==> src/rtl/cla_pkg.sv <==
// Shared types and look-ahead carry helpers for the pipelined CLA adder.
// Optional feature macro used by the top: CLA_SUB_EN (adds Sub/Ovf).
package cla_pkg;

  localparam int GROUP_W = 4;

  typedef struct packed {
    logic g;
    logic p;
  } gp_t;

  // Full look-ahead: every carry is a flat sum-of-products of g, p and c_in.
  function automatic logic [GROUP_W:0] cla_carries(
    input logic [GROUP_W-1:0] g,
    input logic [GROUP_W-1:0] p,
    input logic               c_in
  );
    logic [GROUP_W:0] c;
    c[0] = c_in;
    c[1] = g[0] | (p[0] & c_in);
    c[2] = g[1] | (p[1] & g[0]) | (p[1] & p[0] & c_in);
    c[3] = g[2] | (p[2] & g[1]) | (p[2] & p[1] & g[0]) | (p[2] & p[1] & p[0] & c_in);
    c[4] = g[3] | (p[3] & g[2]) | (p[3] & p[2] & g[1]) | (p[3] & p[2] & p[1] & g[0])
         | (p[3] & p[2] & p[1] & p[0] & c_in);
    return c;
  endfunction

  function automatic gp_t cla_group_gp(
    input logic [GROUP_W-1:0] g,
    input logic [GROUP_W-1:0] p
  );
    gp_t gp;
    gp.g = g[3] | (p[3] & g[2]) | (p[3] & p[2] & g[1]) | (p[3] & p[2] & p[1] & g[0]);
    gp.p = &p;
    return gp;
  endfunction

endpackage

==> src/rtl/cla_group4.sv <==
// One 4-bit carry-look-ahead group: sum, carry out and group generate/propagate.
module cla_group4
  import cla_pkg::*;
(
  input  logic [GROUP_W-1:0] i_a,
  input  logic [GROUP_W-1:0] i_b,
  input  logic               i_c,
  output logic [GROUP_W-1:0] o_s,
  output logic               o_co,
  output gp_t                o_gp
);

  logic [GROUP_W-1:0] w_g;
  logic [GROUP_W-1:0] w_p;
  logic [GROUP_W:0]   w_c;

  assign w_g  = i_a & i_b;
  assign w_p  = i_a ^ i_b;
  assign w_c  = cla_carries(w_g, w_p, i_c);
  assign o_s  = w_p ^ w_c[GROUP_W-1:0];
  assign o_co = w_c[GROUP_W];
  assign o_gp = cla_group_gp(w_g, w_p);

endmodule

==> src/rtl/cla_adder_pipe.sv <==
// Pipelined carry-look-ahead adder with elastic valid/ready on both sides.
// Define CLA_SUB_EN to add the Sub input and signed-overflow Ovf output.
module cla_adder_pipe
  import cla_pkg::*;
#(
  parameter int WIDTH  = 16,
  parameter int STAGES = 4
) (
  input  logic             clk,
  input  logic             rst,
  input  logic [WIDTH-1:0] A,
  input  logic [WIDTH-1:0] B,
  input  logic             Cin,
`ifdef CLA_SUB_EN
  input  logic             Sub,
`endif
  input  logic             in_valid,
  output logic             in_ready,
  output logic [WIDTH-1:0] Sum,
  output logic             Cout,
`ifdef CLA_SUB_EN
  output logic             Ovf,
`endif
  output logic             out_valid,
  input  logic             out_ready
);

  localparam int GROUPS = WIDTH / GROUP_W;
  localparam int GPS    = GROUPS / STAGES;
  localparam int SW     = GPS * GROUP_W;

  logic [WIDTH-1:0] w_b_in;
  logic             w_c_in;

`ifdef CLA_SUB_EN
  // Subtraction is folded in at the entry: the pipeline only ever adds.
  assign w_b_in = Sub ? ~B : B;
  assign w_c_in = Sub ? 1'b1 : Cin;
`else
  assign w_b_in = B;
  assign w_c_in = Cin;
`endif

  logic [STAGES-1:0] r_valid;
  logic [WIDTH-1:0]  r_a   [STAGES];
  logic [WIDTH-1:0]  r_b   [STAGES];
  logic [WIDTH-1:0]  r_sum [STAGES];
  logic [STAGES-1:0] r_carry;

  logic [STAGES-1:0] w_acc;
  logic [STAGES-1:0] w_src_v;
  logic [STAGES-1:0] w_nxt_c;
  logic [WIDTH-1:0]  w_src_a   [STAGES];
  logic [WIDTH-1:0]  w_src_b   [STAGES];
  logic [WIDTH-1:0]  w_nxt_sum [STAGES];

  for (genvar s = 0; s < STAGES; s++) begin : g_stage
    logic [WIDTH-1:0] w_src_sum;
    logic [WIDTH-1:0] w_sum_mix;
    logic [SW-1:0]    w_grp_sum;
    logic [GPS:0]     w_c;
    gp_t  [GPS-1:0]   w_gp;
    logic             w_unused_gp;

    // acc[s] is the unrolled accept chain: stage s stalls only when it and
    // every stage after it hold data and the sink is not taking any.
    assign w_acc[s] = out_ready | ~(&r_valid[STAGES-1:s]);

    if (s == 0) begin : g_src_in
      assign w_src_v[s] = in_valid;
      assign w_src_a[s] = A;
      assign w_src_b[s] = w_b_in;
      assign w_src_sum  = '0;
      assign w_c[0]     = w_c_in;
    end else begin : g_src_reg
      assign w_src_v[s] = r_valid[s-1];
      assign w_src_a[s] = r_a[s-1];
      assign w_src_b[s] = r_b[s-1];
      assign w_src_sum  = r_sum[s-1];
      assign w_c[0]     = r_carry[s-1];
    end

    for (genvar g = 0; g < GPS; g++) begin : g_grp
      localparam int LSB = (s * GPS + g) * GROUP_W;
      cla_group4 u_grp (
        .i_a  (w_src_a[s][LSB +: GROUP_W]),
        .i_b  (w_src_b[s][LSB +: GROUP_W]),
        .i_c  (w_c[g]),
        .o_s  (w_grp_sum[g*GROUP_W +: GROUP_W]),
        .o_co (w_c[g+1]),
        .o_gp (w_gp[g])
      );
    end

    // Groups inside a stage ripple through o_co; G/P stays available for a
    // second-level look-ahead if a stage ever grows wide enough to need it.
    assign w_unused_gp = ^w_gp;

    always_comb begin
      // NOTE: default first so the partial overwrite below cannot infer a latch.
      w_sum_mix = w_src_sum;
      w_sum_mix[s*SW +: SW] = w_grp_sum;
    end

    assign w_nxt_sum[s] = w_sum_mix;
    assign w_nxt_c[s]   = w_c[GPS];
  end

  assign in_ready = w_acc[0];

  always_ff @(posedge clk or posedge rst) begin
    if (rst) begin
      // NOTE: data registers are reset along with the valids so Sum/Cout read 0.
      r_valid <= '0;
      r_carry <= '0;
      for (int s = 0; s < STAGES; s++) begin
        r_a[s]   <= '0;
        r_b[s]   <= '0;
        r_sum[s] <= '0;
      end
    end else begin
      for (int s = 0; s < STAGES; s++) begin
        if (w_acc[s]) begin
          // NOTE: non-blocking so stage s+1 takes stage s's pre-edge contents.
          r_valid[s] <= w_src_v[s];
          r_a[s]     <= w_src_a[s];
          r_b[s]     <= w_src_b[s];
          r_sum[s]   <= w_nxt_sum[s];
          r_carry[s] <= w_nxt_c[s];
        end
      end
    end
  end

  assign out_valid = r_valid[STAGES-1];
  assign Sum       = r_sum[STAGES-1];
  assign Cout      = r_carry[STAGES-1];

`ifdef CLA_SUB_EN
  logic w_c_msb;
  logic w_ovf_nxt;
  logic r_ovf;

  // Carry into the MSB recovered from a ^ b ^ sum at that bit.
  assign w_c_msb   = w_src_a[STAGES-1][WIDTH-1] ^ w_src_b[STAGES-1][WIDTH-1]
                   ^ w_nxt_sum[STAGES-1][WIDTH-1];
  assign w_ovf_nxt = w_c_msb ^ w_nxt_c[STAGES-1];

  always_ff @(posedge clk or posedge rst) begin
    if (rst) begin
      r_ovf <= 1'b0;
    end else if (w_acc[STAGES-1]) begin
      r_ovf <= w_ovf_nxt;
    end
  end

  assign Ovf = r_ovf;
`endif

endmodule

==> config.mk <==
export PLATFORM = sky130hd
export DESIGN_NAME = cla_adder_pipe
export DESIGN_NICKNAME = d
export VERILOG_FILES = /design/src/rtl/cla_pkg.sv /design/src/rtl/cla_group4.sv /design/src/rtl/cla_adder_pipe.sv
export SDC_FILE = /design/constraint.sdc
export NUM_CORES = 1
export LEC_CHECK = 0
export CAP_MARGIN = 15
export CORE_ASPECT_RATIO = 0.6
export CORE_MARGIN = 2
export CORE_UTILIZATION = 50
export CTS_BUF_LIST = sky130_fd_sc_hd__clkbuf_4 sky130_fd_sc_hd__clkbuf_8
export CTS_CLUSTER_SIZE = 30
export DETAILED_ROUTE_END_ITERATION = 12
export PLACE_DENSITY_LB_ADDON = 0.2
export SETUP_SLACK_MARGIN = 0.3
export SLEW_MARGIN = 20
export SYNTH_ARGS = -nofsm -noshare
export SYNTH_HDL_FRONTEND = slang
export SYNTH_SLANG_ARGS = --single-unit
==> constraint.sdc <==
create_clock -name clk -period 4.15 [get_ports clk]
set_input_delay 0.83 -clock clk [delete_from_list [all_inputs] [get_ports clk]]
set_output_delay 0.83 -clock clk [all_outputs]
set_load 0.05 [all_outputs]
Word-level counts from Yosys, hierarchy flattened
Index checks and enable logic that the tools add are counted.

storage, ports and cells
  bits of input ports = 37
  flip-flop bits (word level) = 144
  output and inout bits = 19
  logic and storage cells = 145

operators by class
  bitwise logic cells = 124
  reductions and logical operators = 3

operators with widths
  operator          count
  $and 1x1->1       64
  $or 1x1->1        44
  $xor 4x4->4       8
  $and 4x4->4       4
  $not 1->1         4
  $reduce_and 4->1  1
  $reduce_and 3->1  1
  $reduce_and 2->1  1

Depth between registers and ports, before layout
Gate-level depths: netlist of the first run.

  word-level depth = 6
  mapped depth = 7
  mapped depth without buffers = 5

Modules after synthesis
From an unflattened synthesis of the first run, not the netlist that was laid out.

second synthesis, totals
  cells, all modules = 300
  area total of the unflattened synthesis = 4,479.3 µm²

by module, submodules not included
  module                                      cells each  seq. area each (µm²)  instances  area an instance (µm²)
  cla_adder_pipe                              208         2,402.3               1          3,689.8
  cla_group4 (g_stage[1].g_grp[0].u_grp ...)  23          0.0                   2          193.9
  cla_group4 (g_stage[3].g_grp[0].u_grp)      23          0.0                   1          206.4
  cla_group4 (g_stage[0].g_grp[0].u_grp)      23          0.0                   1          195.2

Worst setup path before layout of the first run
No wires, ideal clock.

  path type = input to output
  start = input port out_ready
  end = output port in_ready
  stages = 5
  buffers on the path = 3
  data arrival time = 1.671 ns
  setup slack = 1.649 ns
  required time = 3.320 ns
  cells stage by stage = and3b_1 > buf_4 > nand3_2 > buf_6 > buf_2

on the way
  cells in the longest elaborated chain, start to end = 1

RTL lines
  item             line                  RTL
  start, declared  cla_adder_pipe.sv:25  input logic out_ready
  $or 1x1->1       cla_adder_pipe.sv:67  assign w_acc[s] = out_ready | ~(&r_valid[STAGES-1:s]);
  end, declared    cla_adder_pipe.sv:18  output logic in_ready,

Every way passes these cells.

Final worst setup path of the first run
Ends and elaborated chain as after synthesis.

==> results of run 1 <==
-- kinds of logic after synthesis --
family / count (synthesis)
AO/OA/AOI/OAI: 52
AND/OR/NAND/NOR: 113
XOR/XNOR: 10
buffers and inverters: 27
flip-flops: 96
multiplexers: 40
adder cells (fa/ha/maj): 20
-- worst reg2reg max path, stage by stage, from the launching register on --
cell,delay (ns)
dfrtp_1,0.43
and3b_1,0.27
nand2_2,0.54
mux2_2,0.41
-- layout make-up --
| type | count | share of cell area |
|---|---|---|
| well taps | 108 | 0.02715 |
| multi-input cells | 235 | 0.3190 |
| flip-flops and latches | 96 | 0.4827 |
| clock inverters | 3 | 0.01307 |
| inverters | 13 | 0.01006 |
| repair buffers | 59 | 0.1161 |
| clock buffers | 12 | 0.03193 |
-- placed cells by master, fill, tap and decap left out, drive strengths merged --
cell type,count
xnor2,4
nand3b,1
o21ai,14
a211oi,7
mux2,40
fa,4
nand2b,5
clkinv,2
a21o,4
ha,16
nand2,87
nor2,17
dfrtp,96
o21bai,4
inv,12
clkdlybuf4s50,54
a21oi,23
xor2,6
nor2b,1
nand3,1
bufinv,2
buf,5
and3b,1
clkbuf,12
-- per-layer routing --
layer	part of all wire	vias up	wire length (um)	global-route usage
met5	0	-	0	0
met4	0.011	0	80	0.04981
met3	0.068	7	477	0.06979
met2	0.37	57	2642	0.2466
met1	0.55	1238	3855	0.2774
li1	-	1306	-	-
-- flip-flops by register name, summed over array words and instances, names as in the netlist --
| signal | flops |
|---|---|
| r_a | 24 |
| r_valid | 4 |
| r_carry | 4 |
| Sum | 16 |
| g_stage.w_src_sum | 24 |
| r_b | 24 |
-- report_power, final --
group / total, W / switching [W] / internal [W]
registers: 0.00130 / 0.000134 / 0.00116
clock network: 0.000673 / 0.000299 / 0.000375
logic: 0.000893 / 0.000532 / 0.000361
total: 0.00286 / 0.000965 / 0.00190
-- worst paths after layout --
path | to | cells past startpoint
max reg2reg | r_a[47] | 3
max | in_ready | 4
min in group asynchronous | Sum[5] | 2
max in group asynchronous | g_stage[2].w_src_sum[7] | 3
min reg2reg | Sum[7] | 2
min | Sum[7] | 2
-- stage by stage --
stage	cell area (um^2)	cells
floorplan	4119	358
global route	4977	526
CTS	4977	526
finish	4977	526
detailed placement	4753	511
global placement	4753	511
==> results.toml, run 1 <==
[detailed_routing]
via_count = 2608
vias_per_cell = 4.958
drtIter0Drc = 144
drt-total-wl_um = 7056
wl_per_cell_um = 13.41
drt_pass1_iterations = 4
ant_nets = 0
drc = 0

[setup_path]
critPathMaxFanout = 4
crit_path_end_kind = "output pin"
crit_path_top_delay_cell = "clkdlybuf4s50_1"
critical_path.startpoint = "out_ready"
crit_family = "buffers and inverters"
r2r_slack_ns = 2.38
timing_worst_setup_path_type = "in -> out"
cpPeakStageDelay_ns = 0.47
crit_required_ns = 3.32
cp.buffers_inverters = 2
cp.arrival_ns = 2.00
r2r_start = "r_valid[3]"
path_cells = "clkdlybuf4s50_1 > and3b_1 > nand3_2 > buf_4"
start_kind = "input pin"

[place]
hpwl_um = 5151
place_congestion = 0.7672
place_ws_ns = 1.344
io_buffers = 55

[synth]
syn_inst = 358
synth-adder-area-share = 0.06804
synthMuxAreaShare = 0.1130
synth_compound_area_frac = 0.07230
synth-seq-cells = 96
yosys.area_share.xor_xnor = 0.02126
synth_edf_count = 0
synthSimpleGateAreaFrac = 0.1109
synth_top_family_by_area = "multiplexers"
yosysSeqAreaShare = 0.5832
synthTopCellsByCount = "96 x dfrtp_1, 86 x nand2_1, 36 x mux2_2"
syn_nets = 415
synth_top_area_share = 0.5832
synth_largest_area_cell = "dfrtp_1"
yosysMostFrequentCell = "dfrtp_1"
synthDistinctLibCells = 25
synth-main-ff-cell = "dfrtp_1"
yosys-top-cells-area = "dfrtp_1 58%, mux2_2 9.8%, nand2_1 7.8%"
ys_async_sr_fraction = 1.000
synth_area_um2 = 4119
yosys_warnings = 0
synth.avg_cell_area_um2 = 11.51

[floorplanning]
core_um2 = 7945
die_h_um = 74.31
rows = 25
start_util = 0.5184
die_w_um = 121.2
num_io_pins = 56
fp.dieArea_um2 = 9004

[global_route]
grt_pass1_vias = 2544
antenna_found_initial = 0
overflow = 0
grt_pass1_wl_um = 12450
grt_max_degree = 38
grt.total_usage = 0.1833

[timing]
timing_hold_violations_final = 0
setup_tns_ns = 0
grt_setup_unrepaired = "no"
max_freq_mhz = 353.7
slew_violations = 0
fin_ws_ns = 1.323
period_share = 0.6812
setup_viol = 0
fin_skew_ns = 0.008482
slew_headroom = 0.3489
holdWs_ns = 0.4724
fin_crit_ns = 2.827
worstMarginPinSlew_ns = 0.9737

[cells_and_area]
regArea_um2 = 2402
num_antenna_cells = 0
nets = 471
nFillCells = 679
postLayoutCoreUtil = 0.6265
multiInputGateArea_um2 = 1588
drive_gt1_frac = 0.1507
areaGrowthSynthToFinish_pct = 20.84

[clocking]
numCtsBuffers = 9
clk-insertion-delay-late_ns = 0.37
cts-resized-gates = 0
cts_num_sinks = 96
cts_tree = "done"
cts_setup_buffers = 0
cts.clk_slew.worst_paths_ns = 0.08
cts_max_level = 3
cts_hold_buf = 0
cts_buffer_depth = 2
cts-root-buf = "clkbuf_8"

[worst_hold_path]
hold_path.class = "reg -> reg"
min_from = "Sum[7]"

[pwr]
peakVddDrop_v = 0.0002170
power-per-cell-area_nw_per_um2 = 575.0
p_total_w = 0.002862
leakage_nw = 2.321

[flow_run]
drv_cap = 0

[run_status]
status = "completed"
Power figures use the tool's default switching activity.
==> run 2: changes to the inputs <==
==> constraint.sdc (replaced) <==
create_clock -name clk -period 2.5 [get_ports clk]
set_input_delay 0.5 -clock clk [delete_from_list [all_inputs] [get_ports clk]]
set_output_delay 0.5 -clock clk [all_outputs]
set_load 0.05 [all_outputs]
==> run 2 against run 1 <==
Final area grew 1.6%. Critical path depth unchanged. Via count up 0.84%. Flip-flop and latch count unchanged. Die area unchanged. First-iteration DRC count is 2.8% higher. Worst setup slack got worse by 0.95 ns. Largest power group unchanged. Highest routed layer unchanged.
==> results.toml, run 2 (synthesis gave the netlist of run 1 again) <==
[run_status]
status = "completed"

[cells_and_area]
nFillCells = 633
num_antenna_cells = 0
multiInputGateArea_um2 = 1597
final_area_um2 = 5057
final_common_cell = "dfrtp_1"
final_cell_mix = "96 x dfrtp_1, 86 x nand2_1, 54 x clkdlybuf4s50_1"
areaGrowthSynthToFinish_pct = 22.78
nets = 477
drive_gt1_frac = 0.1671
regArea_um2 = 2402

[detailed_routing]
drt_pass1_iterations = 4
ant_nets = 0
drt-total-wl_um = 7269
vias_per_cell = 4.934
drc = 0
wl_per_cell_um = 13.64
via_count = 2630
drtIter0Drc = 148

[clocking]
cts_num_sinks = 96
numCtsBuffers = 9
cts.clk_slew.worst_paths_ns = 0.08
clk-insertion-delay-late_ns = 0.37
cts_tree = "done"
cts_buffer_depth = 2
cts-root-buf = "clkbuf_8"
cts_max_level = 3

[global_route]
grt_max_degree = 46
grt.total_usage = 0.1857
grt_pass1_wl_um = 12530
overflow = 0
antenna_found_initial = 0
grt_pass1_vias = 2555

[timing]
max_freq_mhz = 470.3
setup_tns_ns = 0
grt_setup_unrepaired = "no"
slew_violations = 0
worstMarginPinSlew_ns = 0.7878
timing_hold_violations_final = 0
setup_viol = 0
fin_skew_ns = 0.007715
slew_headroom = 0.4737
fin_crit_ns = 2.126
period_share = 0.8506

[floorplanning]
num_io_pins = 56
die_w_um = 121.2
fp.dieArea_um2 = 9004
start_util = 0.5184
core_um2 = 7945
rows = 25
die_h_um = 74.31

[flow_run]
drv_cap = 0

[setup_path]
cp.arrival_ns = 1.63
start_kind = "input pin"
crit_path_end_kind = "output pin"
critPathMaxFanout = 6
timing_worst_setup_path_type = "in -> out"
crit_required_ns = 2.00

[place]
hpwl_um = 5314
io_buffers = 55
dpl_cell_area_um2 = 4831
place_congestion = 0.7556

[pwr]
peakVddDrop_v = 0.0003782
leakage_nw = 2.357
power-per-cell-area_nw_per_um2 = 930.6

[worst_hold_path]
hold_path.class = "reg -> reg"
==> run 2: cell count changes in the layout (fill, tap and decap cells not counted) <==
cell        delta
and3b_1        -1
nand3_4        +1
and3b_2        +1
buf_6          +1
buf_12         +3
clkinvlp_4     +1
clkbuf_4       +1
nand3_2        -1
buf_4          +2
bufinv_16      -1
==> run 2: through the flow <==
step           hold WS [ns]  std cells  setup slack, ns  total power [W]  utilization
6_report             0.4670        533           0.3736         0.004706       0.6365
5_1_grt              0.5002        533           0.3247         0.005007       0.6365
4_1_cts              0.4738        532           0.3126         0.004748       0.6346
3_5_place_dp         0.4549        516           0.2522         0.003704       0.6080
3_3_place_gp         0.4494        516           0.2633         0.003661       0.6080
2_1_floorplan        0.4386        358           0.4778         0.003192            -
==> run 2: what timing repair did <==
item | CTS | global route
resized for setup | 2 | 1
hold buffers | 0 | 0
setup buffers | 0 | 1
endpoints found under the hold margin | 0 | 0
endpoints found under the setup margin | 1 | 1
==> run 2: layout make-up <==
type / count / area share
sequential: 96 / 0.4750
multi-input combinational: 235 / 0.3157
timing repair buffer: 65 / 0.1314
clock buffer: 13 / 0.03290
tap: 108 / 0.02672
inverter: 13 / 0.01039
clock inverter: 3 / 0.007917
==> run 2: critical path: stages <==
cell             delay (ns)
clkdlybuf4s50_1        0.47
and3b_2                0.33
nand3_4                0.13
buf_6                  0.18
==> run 2: power by group <==
part / internal, W / switching, W / total, W / leakage [nW]
Sequential: 0.00193 / 0.000231 / 0.00216 / 1.12
Combinational: 0.000624 / 0.000885 / 0.00151 / 1.12
Clock: 0.000536 / 0.000502 / 0.00104 / 0.110
Total: 0.00309 / 0.00162 / 0.00471 / 2.36
==> run 2: final timing paths <==
kind | from | slack [ns] | endpoint | cells after the start
hold / removal | Sum[2] | 0.47 | Sum[2] | 2
max in group asynchronous | rst | 1.43 | r_b[57] | 3
setup reg to reg | r_b[40] | 0.82 | r_carry[2] | 5
min in group asynchronous | rst | 0.50 | Sum[8] | 2
setup / recovery | out_ready | 0.37 | in_ready | 4
hold reg to reg | Sum[2] | 0.47 | Sum[2] | 2
==> run 2: routing by layer <==
metal,track usage,part of all wire
met5,0,0
met4,0.05747,0.012
met1,0.2908,0.53
met2,0.2441,0.39
met3,0.05905,0.060
